--- config.mk ---
export PLATFORM = sky130hd
export DESIGN_NAME = cpu_control_unit
export DESIGN_NICKNAME = d
export VERILOG_FILES = /design/src/rtl/cpu_ctrl_pkg.sv /design/src/rtl/cpu_instr_decoder.sv /design/src/rtl/cpu_control_unit.sv
export SDC_FILE = /design/constraint.sdc
export NUM_CORES = 1
export LEC_CHECK = 0
export BUFFER_PORTS_ARGS = -buffer_cell sky130_fd_sc_hd__buf_2
export CAP_MARGIN = 20
export CORE_MARGIN = 5
export CORE_UTILIZATION = 45
export CTS_BUF_LIST = sky130_fd_sc_hd__clkbuf_8
export DETAILED_ROUTE_END_ITERATION = 8
export PLACE_DENSITY_LB_ADDON = 0.1
export SYNTH_ARGS = -nofsm -noshare
export SYNTH_HDL_FRONTEND = slang
export SYNTH_SLANG_ARGS = --single-unit
--- constraint.sdc ---
create_clock -name clk_i -period 4.83 [get_ports clk_i]
set_clock_uncertainty 0.05 [all_clocks]
set_input_delay 0.483 -clock clk_i [delete_from_list [all_inputs] [get_ports clk_i]]
set_output_delay 0.483 -clock clk_i [all_outputs]
set_load 0.05 [all_outputs]
--- src/rtl/cpu_ctrl_pkg.sv ---
// Shared types and constants for the multi-cycle CPU control unit:
// FSM states, instruction formats, branch conditions and IR field positions.
package cpu_ctrl_pkg;

    typedef enum logic [1:0] {
        S_FETCH   = 2'b00,
        S_DECODE  = 2'b01,
        S_EXECUTE = 2'b10,
        S_HALT    = 2'b11
    } state_e;

    typedef enum logic [1:0] {
        FMT_R = 2'b00,
        FMT_I = 2'b01,
        FMT_B = 2'b10,
        FMT_H = 2'b11
    } fmt_e;

    typedef enum logic [1:0] {
        COND_AL = 2'b00,
        COND_Z  = 2'b01,
        COND_C  = 2'b10,
        COND_NZ = 2'b11
    } cond_e;

    localparam logic [1:0] CLS_ARITH = 2'b00;
    localparam logic [1:0] CLS_LOGIC = 2'b01;
    localparam logic [1:0] CLS_SHIFT = 2'b10;
    localparam logic [1:0] CLS_BAD   = 2'b11;

    localparam int FMT_HI  = 15;
    localparam int FMT_LO  = 14;
    localparam int R_OP_HI = 13;
    localparam int R_OP_LO = 10;
    localparam int R_RD_HI = 9;
    localparam int R_RD_LO = 7;
    localparam int R_RS_HI = 6;
    localparam int R_RS_LO = 4;
    localparam int R_RT_HI = 3;
    localparam int R_RT_LO = 1;
    localparam int I_RD_HI = 13;
    localparam int I_RD_LO = 11;
    localparam int I_CLS   = 10;
    localparam int I_OP_HI = 9;
    localparam int I_OP_LO = 8;
    localparam int IMM_HI  = 7;
    localparam int IMM_LO  = 0;
    localparam int B_CC_HI = 13;
    localparam int B_CC_LO = 12;

    typedef struct packed {
        logic [3:0] alu_op;
        logic [2:0] count;
        logic [2:0] rs;
        logic [2:0] rt;
        logic [2:0] rd;
        logic [7:0] imm;
        logic       op2_sel;
        logic       is_branch;
        cond_e      cond;
        logic       illegal;
        logic       halt;
    } dec_t;

    function automatic logic branch_taken(cond_e cond, logic z, logic c);
        logic t;
        case (cond)
            COND_AL: t = 1'b1;
            COND_Z:  t = z;
            COND_C:  t = c;
            default: t = ~z;
        endcase
        return t;
    endfunction

endpackage

--- src/rtl/cpu_instr_decoder.sv ---
// Combinational split of the 16-bit instruction register into control fields,
// including illegal-opcode and halt detection.
module cpu_instr_decoder
    import cpu_ctrl_pkg::*;
(
    input  logic [15:0] ir_i,
    output dec_t        dec_o
);

    fmt_e fmt;
    assign fmt = fmt_e'(ir_i[FMT_HI:FMT_LO]);

    always_comb begin
        dec_o = '0;
        case (fmt)
            FMT_R: begin
                dec_o.alu_op = ir_i[R_OP_HI:R_OP_LO];
                dec_o.rd     = ir_i[R_RD_HI:R_RD_LO];
                dec_o.rs     = ir_i[R_RS_HI:R_RS_LO];
                dec_o.rt     = ir_i[R_RT_HI:R_RT_LO];
                if (ir_i[R_OP_HI -: 2] == CLS_SHIFT)
                    dec_o.count = ir_i[R_RT_HI:R_RT_LO];
                dec_o.illegal = (ir_i[R_OP_HI -: 2] == CLS_BAD);
            end
            FMT_I: begin
                dec_o.alu_op  = {1'b0, ir_i[I_CLS], ir_i[I_OP_HI:I_OP_LO]};
                dec_o.rd      = ir_i[I_RD_HI:I_RD_LO];
                dec_o.rs      = ir_i[I_RD_HI:I_RD_LO];
                dec_o.imm     = ir_i[IMM_HI:IMM_LO];
                dec_o.op2_sel = 1'b1;
            end
            FMT_B: begin
                dec_o.is_branch = 1'b1;
                dec_o.cond      = cond_e'(ir_i[B_CC_HI:B_CC_LO]);
                // Branch target travels in the immediate field.
                dec_o.imm       = ir_i[IMM_HI:IMM_LO];
            end
            default: dec_o.halt = 1'b1;
        endcase
    end

endmodule

--- src/rtl/cpu_control_unit.sv ---
// Multi-cycle FETCH/DECODE/EXECUTE control unit with PC sequencing and Z/C flags.
// Optional single-step gating of fetches via `CPU_CTRL_SINGLE_STEP_EN.
module cpu_control_unit
    import cpu_ctrl_pkg::*;
#(
    parameter int              PC_W     = 8,
    parameter logic [PC_W-1:0] RESET_PC = '0
) (
    input  logic            clk_i,
    input  logic            rst_i,
`ifdef CPU_CTRL_SINGLE_STEP_EN
    input  logic            step_i,
`endif
    output logic            instr_req_o,
    output logic [PC_W-1:0] pc_o,
    input  logic [15:0]     instr_i,
    input  logic            instr_valid_i,
    output logic [3:0]      alu_op_o,
    output logic [2:0]      count_o,
    output logic            carry_o,
    output logic [2:0]      rs_addr_o,
    output logic [2:0]      rt_addr_o,
    output logic [2:0]      rd_addr_o,
    output logic [7:0]      imm_o,
    output logic            op2_sel_o,
    output logic            reg_we_o,
    input  logic            alu_zero_i,
    input  logic            alu_carry_i,
    output logic            zero_flag_o,
    output logic            carry_flag_o,
    output logic            halted_o,
    output logic            illegal_o
);

    state_e          state_q, state_d;
    logic [PC_W-1:0] pc_q, pc_d;
    logic [15:0]     ir_q, ir_d;
    dec_t            dec_q, dec_d, dec;
    logic            z_q, z_d, c_q, c_d;
    // arm_q holds fetch requests low for the first cycle after reset and,
    // in single-step builds, until a step is granted.
    logic            arm_q, arm_d;
    logic            fetch_ack;

    cpu_instr_decoder u_dec (
        .ir_i  (ir_q),
        .dec_o (dec)
    );

    assign instr_req_o = (state_q == S_FETCH) && arm_q;
    assign fetch_ack   = instr_req_o && instr_valid_i;

    always_comb begin
        state_d = state_q;
        pc_d    = pc_q;
        ir_d    = ir_q;
        dec_d   = dec_q;
        z_d     = z_q;
        c_d     = c_q;
`ifdef CPU_CTRL_SINGLE_STEP_EN
        arm_d   = arm_q;
        if (state_q == S_FETCH) begin
            if (fetch_ack)
                arm_d = 1'b0;
            else if (!arm_q && step_i)
                arm_d = 1'b1;
        end
`else
        arm_d   = 1'b1;
`endif
        case (state_q)
            S_FETCH: begin
                if (fetch_ack) begin
                    ir_d    = instr_i;
                    state_d = S_DECODE;
                end
            end
            S_DECODE: begin
                dec_d   = dec;
                state_d = (dec.illegal || dec.halt) ? S_HALT : S_EXECUTE;
            end
            S_EXECUTE: begin
                state_d = S_FETCH;
                if (dec_q.is_branch) begin
                    // Condition uses flags from before this instruction.
                    pc_d = branch_taken(dec_q.cond, z_q, c_q) ? PC_W'(dec_q.imm)
                                                             : pc_q + PC_W'(1);
                end else begin
                    z_d  = alu_zero_i;
                    c_d  = alu_carry_i;
                    pc_d = pc_q + PC_W'(1);
                end
            end
            default: state_d = S_HALT;
        endcase
    end

    always_ff @(posedge clk_i or posedge rst_i) begin
        if (rst_i) begin
            state_q <= S_FETCH;
            pc_q    <= RESET_PC;
            ir_q    <= '0;
            dec_q   <= '0;
            z_q     <= 1'b0;
            c_q     <= 1'b0;
            arm_q   <= 1'b0;
        end else begin
            state_q <= state_d;
            pc_q    <= pc_d;
            ir_q    <= ir_d;
            dec_q   <= dec_d;
            z_q     <= z_d;
            c_q     <= c_d;
            arm_q   <= arm_d;
        end
    end

    assign pc_o         = pc_q;
    assign alu_op_o     = dec_q.alu_op;
    assign count_o      = dec_q.count;
    assign rs_addr_o    = dec_q.rs;
    assign rt_addr_o    = dec_q.rt;
    assign rd_addr_o    = dec_q.rd;
    assign imm_o        = dec_q.imm;
    assign op2_sel_o    = dec_q.op2_sel;
    assign carry_o      = c_q;
    assign zero_flag_o  = z_q;
    assign carry_flag_o = c_q;
    assign reg_we_o     = (state_q == S_EXECUTE) && !dec_q.is_branch;
    assign halted_o     = (state_q == S_HALT);
    assign illegal_o    = dec_q.illegal;

    logic unused_dec;
    assign unused_dec = dec_q.halt;

endmodule
==> qor.csv <==
stage,metric,value,unit
timing,slew margin rel.,0.379,
clock_network,CTS Buf Count,9,
floorplanning,I/O pin total,61,
worst_setup_path,crit path kind,register to output pin,
worst_setup_path,CP max FO,9,
grt,first-pass GRT wire length,9340,µm
synthesis,async set-reset flop share out of synthesis,1.00,
timing,period utilization,0.459,
timing,fmax,451,MHz
floorplanning,Horiz. Die Dim,88.2,µm
floorplanning,Cell Rows,28,
finish,"Area growth, synth to finish",11.5,%
detailed_routing,total wire length,5610,µm
synthesis,Synth Flop Type,dfrtp_1,
grt,Global Route Usage Sum,0.157,
synthesis,Syn Inst Count,266,
timing,final hold violations,0,
place,GPL Wtd Cong,0.755,
floorplanning,Initial Utilization,0.465,
synthesis,synth unique cells,33,
finish,ant diodes,0,
synthesis,Post-synth EDFFs,0,
timing,Finish-stage setup viols,0,
clock_network,Root Buffer,clkbuf_8,
timing,RSZ-0062 raised after global routing,no,
floorplanning,Placeable Area,0.00592,mm²
finish,share of cells above drive strength 1,0.286,
worst_setup_path,crit path capture type,output pin,
run,Max-cap violations,0,
clock_network,Setup Buffers After CTS,0,
place,HPWL after DPL,3890,µm
worst_setup_path,critical-path cell list,"nand2b_1, nor2_1, buf_2",
detailed_routing,routed wire length per instance,14.9,µm
synthesis,Mapped Nets,292,
grt,vias in the first global route,1772,
clock_network,CTS Buffer Depth,2,
clock_network,CTS Sinks,58,
worst_setup_path,Buf/Inv on CP,1,
detailed_routing,TritonRoute pass-1 iters,4,
worst_setup_path,CP arrival,1.69,ns
timing,Worst Tran Pin Value,0.931,ns
synthesis,synthesized flop and latch total,58,
min_path,Worst Hold Class,input port to asynchronous set/reset pin,
place,port bufs,60,
detailed_routing,routed vias,1916,
clock_network,Post-CTS Resized,0,
clock_network,TritonCTS clock tree,yes,
worst_setup_path,"Req. time, crit path",4.30,ns
floorplanning,total die area,0.00778,mm²
grt,antenna violations before repair,0,
finish,Layout Nets,325,
finish,"most common cell after layout, fill and taps aside",buf_2,
clock_network,Worst-path clk slew,0.06,ns
worst_setup_path,family with the most delay on the worst path,simple AND/OR/NAND/NOR gates,
worst_setup_path,crit path launch type,register,
grt,largest net degree at the start of global routing,59,
worst_setup_path,CP max-delay cell,dfrtp_1,
detailed_routing,DR vias/cell,5.10,
synthesis,sequential element share of the synthesized area,0.527,
timing,max-slew violation count,0,
floorplanning,die height,88.2,µm
worst_setup_path,crit-path max cell delay,0.44,ns
detailed_routing,remaining antenna violation count,0,
run_status,outcome,"complete, no violations",
detailed_routing,Residual DRC,0,
clock_network,Skew-Pair Late Insertion Delay,0.32,ns
clock_network,H-Tree Depth,3,
finish,Fillers,554,
detailed_routing,1st-iter DRT viols,86,
synthesis,Synth Area per Inst,10.4,µm²
finish,most frequent cells in the layout,"buf_2 (60), dfrtp_1 (58), nand2_1 (54), o21ai_0 (22)",
synthesis,Synth Warn #,0,
grt,gr ovfl total,0,
timing,crit path time final,2.22,ns
synthesis,Post-Syn Area,0.00275,mm²
timing,setup TNS,0,ns
clock_network,Hold Buf Count CTS,0,
-- area by class of cell --
cell class                      count  area (µm²)  area share
Sequential cell                    58        1450       0.473
Clock inverter                      2        7.51     0.00244
Timing Repair Buffer               61         308       0.100
Multi-Input combinational cell    163        1040       0.338
Inverter                            6        22.5     0.00733
Tap cell                           75        93.8      0.0305
Clock buffer                       11         151      0.0493
-- state kept, by name, summed over array words and instances, names as in the netlist, 3 cells and up --
register / flops
alu_op_o: 4
count_o: 3
dec_q: 3
imm_o: 8
ir_q: 16
pc_o: 8
rd_addr_o: 3
rs_addr_o: 3
rt_addr_o: 3
-- worst reg2reg max path: stages (launching register included) --
cell and delay (ns):
dfrtp_1 0.44, nor3b_1 0.22, and2_1 0.70, mux2_2 0.42
-- metrics by stage --
stage	instance area, µm²	cells	utilization	setup slack, ns	hold WS [ns]
after floorplan	2750	266	-	2.10	0.401
after global placement	2910	363	0.492	2.91	0.409
after detailed placement	2910	363	0.492	2.86	0.418
after CTS	3070	376	0.519	2.57	0.303
after global routing	3070	376	0.519	2.46	0.305
final	3070	376	0.519	2.61	0.311
-- path summary, 6_finish.rpt --
path / slack [ns] / from / depth (start not counted) / to
max: 2.61 / state_q[0] / 3 / reg_we_o
min: 0.31 / rst_i / 3 / count_o[1]
max reg2reg: 2.88 / state_q[0] / 3 / ir_q[2]
min reg2reg: 0.43 / count_o[0] / 2 / count_o[0]
max in group asynchronous: 3.94 / rst_i / 3 / ir_q[14]
min in group clk_i: 0.32 / instr_i[14] / 3 / ir_q[14]
-- synth_stat cells, types with 2 or more instances --
master     instances  share of area
a21oi_1            5         0.0091
dfrtp_1           58           0.53
mux2_1             9          0.037
ha_1               5          0.023
mux2i_1            5          0.018
o21ai_0           22          0.040
nor2_1             4         0.0055
a22oi_1           11          0.030
buf_4             26          0.071
nor2b_1            3         0.0068
nand3_1            5         0.0091
nand4_1            3         0.0068
nand2_1           54          0.074
clkbuf_1           9          0.012
inv_1              6         0.0082
and2_1             2         0.0045
o21ai_1            9          0.016
buf_1              3         0.0041
a2bb2oi_1          4          0.013
nand2b_1           2         0.0045
mux2_2             9          0.037
-- routing by layer --
metal  global-route usage  wire length [µm]  up-vias
li1                     -                 -      948
met1                0.223              2730      919
met2                0.226              2510       40
met3               0.0400               282        9
met4               0.0701                86        0
met5                    0                 0        -
-- cells by family (layout without fill, tap and decap cells) --
| logic type | count (synthesis) | in the layout | synth area share |
|---|---|---|---|
| other | 1 | 1 | 0.00136 |
| AOI/OAI and AO/OA | 56 | 56 | 0.134 |
| adders and majority gates | 5 | 5 | 0.0227 |
| DFF | 58 | 58 | 0.527 |
| buffers and inverters | 45 | 80 | 0.0972 |
| and+or+nand+nor | 78 | 78 | 0.126 |
| muxes | 23 | 23 | 0.0918 |
Power is not shown: default switching activity piles up to over one toggle a cycle in this logic, so the estimate is an artifact.
